### src/rtl/alu_md_controller.sv
// alu_md_controller: RV32I aluop decode plus an iterative RV32M multiply/divide engine
// with a pipeline stall handshake.
module alu_md_controller #(
    parameter int XLEN        = 32,
    parameter int ALUOPWIDTH  = 4,
    parameter int FUNCT3WIDTH = 3,
    parameter int FUNCT7WIDTH = 7,
    parameter int OPCODEWIDTH = 7
) (
    input  logic                   clk,
    input  logic                   rst_n,
    input  logic                   in_valid,
    input  logic                   flush,
    input  logic [OPCODEWIDTH-1:0] op,
    input  logic [FUNCT3WIDTH-1:0] func3,
    input  logic [FUNCT7WIDTH-1:0] func7,
    input  logic [XLEN-1:0]        rs1_data,
    input  logic [XLEN-1:0]        rs2_data,
    output logic [ALUOPWIDTH-1:0]  aluop,
    output logic                   md_stall,
    output logic                   md_valid,
    output logic [XLEN-1:0]        md_result
);
    localparam int cw = $clog2(XLEN);
    localparam logic [OPCODEWIDTH-1:0] rtype = OPCODEWIDTH'(7'b0110011);
    localparam logic [OPCODEWIDTH-1:0] itype = OPCODEWIDTH'(7'b0010011);
    localparam logic [FUNCT7WIDTH-1:0] f7_alt = FUNCT7WIDTH'(7'b0100000);
    localparam logic [FUNCT7WIDTH-1:0] f7_md = FUNCT7WIDTH'(7'b0000001);
    localparam logic [XLEN-1:0] xmin = {1'b1, {(XLEN-1){1'b0}}};

    typedef enum logic [1:0] {st_idle, st_mul, st_div, st_done} state_t;
    state_t state, state_nx;

    logic [cw-1:0]          cnt;
    logic [2*XLEN-1:0]      prod;
    logic [XLEN-1:0]        opd, held, a_mag, b_mag, fin, qv, rv;
    logic [2*XLEN-1:0]      pn;
    logic [FUNCT3WIDTH-1:0] f3;
    logic                   neg_q, neg_r;
    logic                   is_md, start, div_in, a_neg, b_neg, special, last;
    logic [XLEN:0]          mul_sum, div_diff;

    always_comb begin
        aluop = ALUOPWIDTH'(0);
        if ((op == rtype || op == itype) && !(op == rtype && func7 == f7_md))
            case (func3[2:0])
                3'b000: aluop = (op == rtype && func7 == f7_alt) ? ALUOPWIDTH'(1) : ALUOPWIDTH'(0);
                3'b001: aluop = ALUOPWIDTH'(2);
                3'b010: aluop = ALUOPWIDTH'(3);
                3'b011: aluop = ALUOPWIDTH'(4);
                3'b100: aluop = ALUOPWIDTH'(5);
                3'b101: aluop = (func7 == f7_alt) ? ALUOPWIDTH'(7) : ALUOPWIDTH'(6);
                3'b110: aluop = ALUOPWIDTH'(8);
                default: aluop = ALUOPWIDTH'(9);
            endcase
    end

    assign is_md   = (op == rtype) && (func7 == f7_md);
    assign start   = in_valid && is_md && !flush && state == st_idle;
    assign div_in  = func3[2];
    // MUL (000) is treated as signed x signed: the low half is sign-agnostic
    assign a_neg   = (div_in ? !func3[0] : func3[1:0] != 2'b11) && rs1_data[XLEN-1];
    assign b_neg   = (div_in ? !func3[0] : !func3[1]) && rs2_data[XLEN-1];
    assign a_mag   = a_neg ? -rs1_data : rs1_data;
    assign b_mag   = b_neg ? -rs2_data : rs2_data;
    assign special = div_in && (rs2_data == '0 || (!func3[0] && rs1_data == xmin && &rs2_data));
    assign last    = cnt == cw'(XLEN - 1);

    assign mul_sum  = {1'b0, prod[2*XLEN-1:XLEN]} + (prod[0] ? {1'b0, opd} : '0);
    assign div_diff = prod[2*XLEN-1:XLEN-1] - {1'b0, opd};

    assign pn  = neg_q ? -prod : prod;
    assign qv  = prod[XLEN-1:0];
    assign rv  = prod[2*XLEN-1:XLEN];
    assign fin = f3[2] ? (f3[1] ? (neg_r ? -rv : rv) : (neg_q ? -qv : qv))
                       : (f3[1:0] == 2'b00 ? pn[XLEN-1:0] : pn[2*XLEN-1:XLEN]);

    always_ff @(posedge clk) begin
        if (!rst_n)
            state <= st_idle;
        else
            state <= state_nx;
    end

    always_comb begin
        state_nx = state;
        if (flush)
            state_nx = st_idle;
        else
            case (state)
                st_idle: if (start) state_nx = special ? st_done : (div_in ? st_div : st_mul);
                st_mul, st_div: if (last) state_nx = st_done;
                default: state_nx = st_idle;
            endcase
    end

    always_comb begin
        md_stall  = start || state == st_mul || state == st_div;
        md_valid  = state == st_done && !flush;
        md_result = md_valid ? fin : held;
    end

    // Special divides preload prod so the normal quotient/remainder select yields the fixed answer
    always_ff @(posedge clk) begin
        if (!rst_n) begin
            cnt   <= '0;
            prod  <= '0;
            opd   <= '0;
            f3    <= '0;
            neg_q <= 1'b0;
            neg_r <= 1'b0;
            held  <= '0;
        end else begin
            if (start) begin
                cnt   <= '0;
                f3    <= func3;
                opd   <= div_in ? b_mag : a_mag;
                neg_q <= !special && (a_neg ^ b_neg);
                neg_r <= !special && a_neg;
                prod  <= special ? (rs2_data == '0 ? {rs1_data, {XLEN{1'b1}}} : {{XLEN{1'b0}}, xmin})
                                 : {{XLEN{1'b0}}, div_in ? a_mag : b_mag};
            end else if (state == st_mul || state == st_div) begin
                cnt  <= cnt + cw'(1);
                prod <= state == st_mul ? {mul_sum, prod[XLEN-1:1]}
                      : (div_diff[XLEN] ? {prod[2*XLEN-2:0], 1'b0}
                                        : {div_diff[XLEN-1:0], prod[XLEN-2:0], 1'b1});
            end
            if (md_valid)
                held <= fin;
        end
    end
endmodule

### config.mk
export PLATFORM = sky130hd
export DESIGN_NAME = alu_md_controller
export DESIGN_NICKNAME = d
export VERILOG_FILES = /design/src/rtl/alu_md_controller.sv
export SDC_FILE = /design/constraint.sdc
export NUM_CORES = 1
export LEC_CHECK = 0
export ABC_AREA = 1
export CAP_MARGIN = 30
export CELL_PAD_IN_SITES_DETAIL_PLACEMENT = 1
export CELL_PAD_IN_SITES_GLOBAL_PLACEMENT = 1
export CORE_ASPECT_RATIO = 0.5
export CORE_MARGIN = 3
export CORE_UTILIZATION = 45
export DETAILED_ROUTE_END_ITERATION = 8
export GPL_ROUTABILITY_DRIVEN = 0
export PLACE_DENSITY_LB_ADDON = 0.1
export REMOVE_ABC_BUFFERS = 1
export SYNTH_ARGS = -nofsm -noshare
export SYNTH_HDL_FRONTEND = slang
export SYNTH_SLANG_ARGS = --single-unit
### constraint.sdc
create_clock -name clk -period 4.1 [get_ports clk]
set_input_delay 1.025 -clock clk [delete_from_list [all_inputs] [get_ports clk]]
set_output_delay 1.025 -clock clk [all_outputs]
set_load 0.02 [all_outputs]
[Yosys cells after proc, flatten, opt, wreduce, memory -nomap -nowiden]
Cells that the tools add are included.
W data, S select, Z words.
Storage, ports and cells
  bits in registers: 140
  input bits: 85
  output and inout bits: 38
  logic and storage cells: 99
Operators by class
  add/subtract/negate cells: 8
  eq/ne operators: 18
  multiplexer cells: 29
  bitwise logic cells: 2
  reduce and logical (&&, ||, !) cells: 34
Operator list (count)
  $mux W64: 7
  $mux W32: 11
  $neg A32 Y32: 4
  $neg A64 Y64: 1
  $add A32 B32 Y33: 1
  $sub A33 B32 Y33: 1
  $eq A32 B32 Y1 const B: 1
  $logic_not A32 Y1: 1
  $reduce_and A32 Y1: 1
  $pmux W4 S7: 1
  $eq A7 B6 Y1 const B: 2
  $logic_and A1 B1 Y1: 14
  $eq A3 B3 Y1 const B: 3
  $mux W2: 4
  $eq A7 B1 Y1 const B: 1
  $eq A7 B5 Y1 const B: 1
  $eq A3 B2 Y1 const B: 2
  $ne A2 B2 Y1 const B: 3
  $reduce_or A2 Y1: 3
  $add A5 B1 Y5 const B: 1
  $eq A5 B5 Y1 const B: 1
  $logic_not A1 Y1: 5
  $logic_or A1 B1 Y1: 5
  $eq A2 B2 Y1 const B: 2
  other kinds (11): 15

[Longest topological paths before layout]
  word-level depth: 8
  mapped depth: 21
  depth with buffers taken out: 20

[Worst setup path before layout]
No wires, ideal clock.
  path type: in2out
  from: in func3[2]
  to: out aluop[0]
  data arrival time: 2.278 ns
  data required time: 3.075 ns
  slack: 0.797 ns
  stages: 7
  path buffers: 3
  cell sequence: buf_2 clkbuf_1 clkbuf_1 nand2_1 nand2_1 o21ai_0 a21oi_1
Between the ends
  cells in the longest elaborated chain, start to end: 3
  elaborated cells on any way between the ends: 9
  classes of those cells: 6 x eq/ne; 2 x mux; 1 x reduce/logical
RTL lines
  from (decl): line 15  | input logic [FUNCT3WIDTH-1:0] func3,
  $eq A3 B3 Y1, or another cell as far along: line 46  | case (func3[2:0])
  $pmux W4 S7 *: line 46
  $mux W4 *: line 45  | if ((op == rtype || op == itype) && !(op == rtype && func7 == f7_md))
  to (decl): line 19  | output logic [ALUOPWIDTH-1:0] aluop,
Mark *: on every way between the ends. The rest lies on a longest branch, timed or not.

[Worst setup path in the final report]
  from: reg prod[43]
  to: out md_result[24]
Between the ends
  cells in the longest elaborated chain, start to end: 5
  elaborated cells on any way between the ends: 8
  classes of those cells: 2 x add/sub; 6 x mux
RTL lines
  from (decl): line 35  | logic [2*XLEN-1:0] prod;
  from (signal assigned): line 120  | prod <= special ? (rs2_data == '0 ? {rs1_data, {XLEN{1'b1}}} : {{XLEN{1'b0}}, xmin})
  from (signal assigned): line 124  | prod <= state == st_mul ? {mul_sum, prod[XLEN-1:1]}
  $neg A64 Y64 or $neg A32 Y32 (tied branches): line 72, 75
  $mux W64 or $mux W32 (tied branches): line 72, 75
  $mux W32, on equally long branches: line 76, 75
  $mux W32 *: line 75  | assign fin = f3[2] ? (f3[1] ? (neg_r ? -rv : rv) : (neg_q ? -qv : qv))
  $mux W32 *
  to (decl): line 22  | output logic [XLEN-1:0] md_result
Marked as above.

==> results.md <==
- P_int: 0.00235 W
- H-tree depth: 4
- Reg clk slew, reported paths: 0.07 ns
- Part of the power in registers: 39.1%
- Post-DR wirelength/cell: 22.8 microns
- Layout Utilization: 53.3%
- Max clock buf depth: 2
- Combinational share of power: 13.4%
- Status: complete, no violations
- FMAX: 252 MHz
- Initial Utilization: 45.8%
- Synth Register Bits: 140
- Num CTS Buffers: 17
- Endpoints failing hold: 0
- Grt ovf: 0
- Post-synthesis simple-gate area fraction: 44.9%
- Mapped Cells: 3487
- Syn Area/Cell: 5.35 sq um
- DP Wirelength: 76400 microns
- Most frequent cells in the layout: nand2_1 (1033), inv_1 (518), nor2_1 (364)
- Sw Pwr: 0.00112 W
- Post-synth EDFFs: 0
- Core area: 40700 sq um
- First-pass GRT wire length: 141000 microns
- FFs w/ async S/R, synth: 0%
- FP Rows: 52
- Leading cell type in the layout, fill and taps excluded: nand2_1
- Net Sw Frac: 32.3%
- CTS tree: built
- Synth Warn #: 0
- Critical path type: flip-flop to output port
- IO Count: 123
- Reg2Reg Depth: 20
- Startpoint types: flip-flop
- Critical path arrival: 2.94 ns
- Max-cap violation count: 0
- DR vias/cell: 5.99
- Buffers on Ports: 122
- Post-synth cell types: 57
- Combinational family with the most area after synthesis: simple AND/OR/NAND/NOR gates
- Initial DRC count: 3013
- Synth Flop Type: dfxtp_1
- Via Count: 25000
- CTS Hold Buffers Added: 0
- Final nets: 3778
- Pwr per Cell Area: 160 nW/um^2
- Max-slew violations: 0
- Filler cells: 6065
- Worst setup path start: prod[43]
- GR Util All Layers: 42.1%
- Die Height: 150 microns
- Worst r2r dst: prod[61]
- Setup violators final: 0
- Crit share post-route: 96.8%
- Register area share after synthesis: 15.0%
- Post-route antenna net violation count: 0
- Worst Path Max Fanout: 3
- RR Startpoint: prod[31]
- Clock power share: 47.5%
- Drt drc: 0
- Post-Synth XOR/XNOR Area: 4.65%
- Clk sinks: 140
- Slew of the pin with the lowest slew margin: 0.884 ns
- Req. time, crit path: 3.07 ns
- Mux cell area share after synthesis: 0%
- Initial DRT Pass Iterations: 6
- Post-Layout Cell Count: 4169
- Clock skew: 0.0119 ns
- Slew headroom: 41.0%
- Reg2reg setup slack: 0.37 ns
- Max rail drop VDD: 0.327 mV
- Final WL: 95000 microns
- Share of cells above drive strength 1: 8.54%
- Hold Slack: 0.481 ns
- CP endpoint kind: output port
- Vias in the first global route: 23800
- Compound-Gate Fraction of Synth Area: 15.9%
- Leak: 12.0 nW
- Post-Synth Adder-Cell Area: 5.32%
- Total die area: 44100 sq um
- Initial antenna violation count: 3
- Post-Syn Area: 18600 sq um
- Min Clock Period, post-route: 3.97 ns
- Dpl cells: 4135
- Skew-Pair Late Insertion Delay: 0.48 ns
- Worst hold-check path type: flip-flop to flip-flop
- Area grow syn2layout: 16.2%
- Pin count of the biggest net entering global routing: 61
- CTS Root Buffer Type: clkbuf_16
- Die width: 294 microns
- Setup TNS: 0 ns
- Critical path endpoint: md_result[24]
layout make-up:
class                           instances  area [sq um]  share of cell area, %
Sequential cell                       140          2810                   13.0
Clock buffer                           18           439                   2.03
Antenna cell                            1          2.50                 0.0115
Tap cell                              540           676                   3.12
Inverter                              540          2030                   9.38
Multi-Input combinational cell       2677         13400                   61.8
Timing Repair Buffer                  239          2180                   10.1
Clock inverter                         14           141                  0.653
cell usage after synthesis (all sizes together) (42+ instances only):
| cell | instances | area (sq um) |
|---|---|---|
| nor3 | 42 | 230 |
| o21ai | 257 | 1310 |
| xor2 | 90 | 788 |
| a21oi | 196 | 1010 |
| nand3 | 335 | 1720 |
| inv | 536 | 2010 |
| dfxtp | 140 | 2800 |
| nand4 | 57 | 363 |
| clkbuf | 75 | 287 |
| ha | 76 | 951 |
| buf | 55 | 332 |
| nor2 | 412 | 1620 |
| nand2 | 1055 | 4040 |
sequential cells by signal, summed over array words and instances (netlist names):
| register | cells |
|---|---|
| neg_r | 1 |
| prod | 64 |
| neg_q | 1 |
| state | 2 |
| f3 | 3 |
| cnt | 5 |
| opd | 32 |
| held | 32 |
per-layer routing:
metal  vias to the layer above  routed length, microns  global-route usage, %
met5                         -                     160                      0
met4                         6                    3990                   16.9
met3                       260                   13200                   13.3
met2                      1439                   37800                   60.7
met1                     11900                   39900                   57.6
li1                      11300                       -                      -
critical path, cell delays in order, from the launching register on:
cell	delay (ns)
dfxtp_1	0.35
nor2_1	0.38
nand2_1	0.17
inv_1	0.13
nand2_2	0.11
inv_1	0.08
nand3b_1	0.14
nand2_1	0.12
nand3_1	0.15
nor2_1	0.14
nor2_1	0.05
nand2_1	0.08
nand2_1	0.05
nand2_1	0.05
nand2_1	0.05
nand2_1	0.07
inv_1	0.04
dlygate4sd2_1	0.31
per-stage QoR:
step | worst slack [ns] | instance area (sq um) | total power [W]
final | 0.132 | 21700 | 0.00347
after floorplan | -0.111 | 18000 | 0.00161
after global routing | -0.00598 | 21700 | 0.00356
after CTS | 0.00139 | 21500 | 0.00345
after global placement | 0.0735 | 20900 | 0.00183
after detailed placement | -0.0622 | 20900 | 0.00184
what timing repair did:
| action | CTS | global route |
|---|---|---|
| endpoints found under the hold margin | 0 | 0 |
| pin swaps | 0 | 2 |
| setup buffers | 0 | 1 |
| setup endpoints to repair | 30 | 28 |
| resized for setup | 43 | 60 |
power by group through the flow:
stage	Sequential, W	Clock, W	Combinational, W
2_1_floorplan	0.00139	0	0.000215
3_3_place_gp	0.00139	0	0.000435
3_5_place_dp	0.00139	0	0.000449
4_1_cts	0.00136	0.00164	0.000451
5_1_grt	0.00136	0.00171	0.000501
6_report	0.00136	0.00165	0.000466
worst min-delay path by stage:
stage                 start  endpoint  slack [ns]  depth (start not counted)
floorplan             f3[0]     f3[0]        0.43                          2
global placement     cnt[2]    cnt[2]        0.45                          2
detailed placement   cnt[2]    cnt[2]        0.46                          2
CTS                  cnt[2]    cnt[2]        0.47                          2
global route        held[1]   held[1]        0.50                          2
finish               cnt[2]    cnt[2]        0.48                          2
logic make-up after synthesis:
kind of cell,Yosys count
compound gates,539
xor+xnor,99
fa+ha+maj,78
buf+inv,670
flops,140
simple gates,1961
No activity file was read; power rests on OpenSTA's default activity.
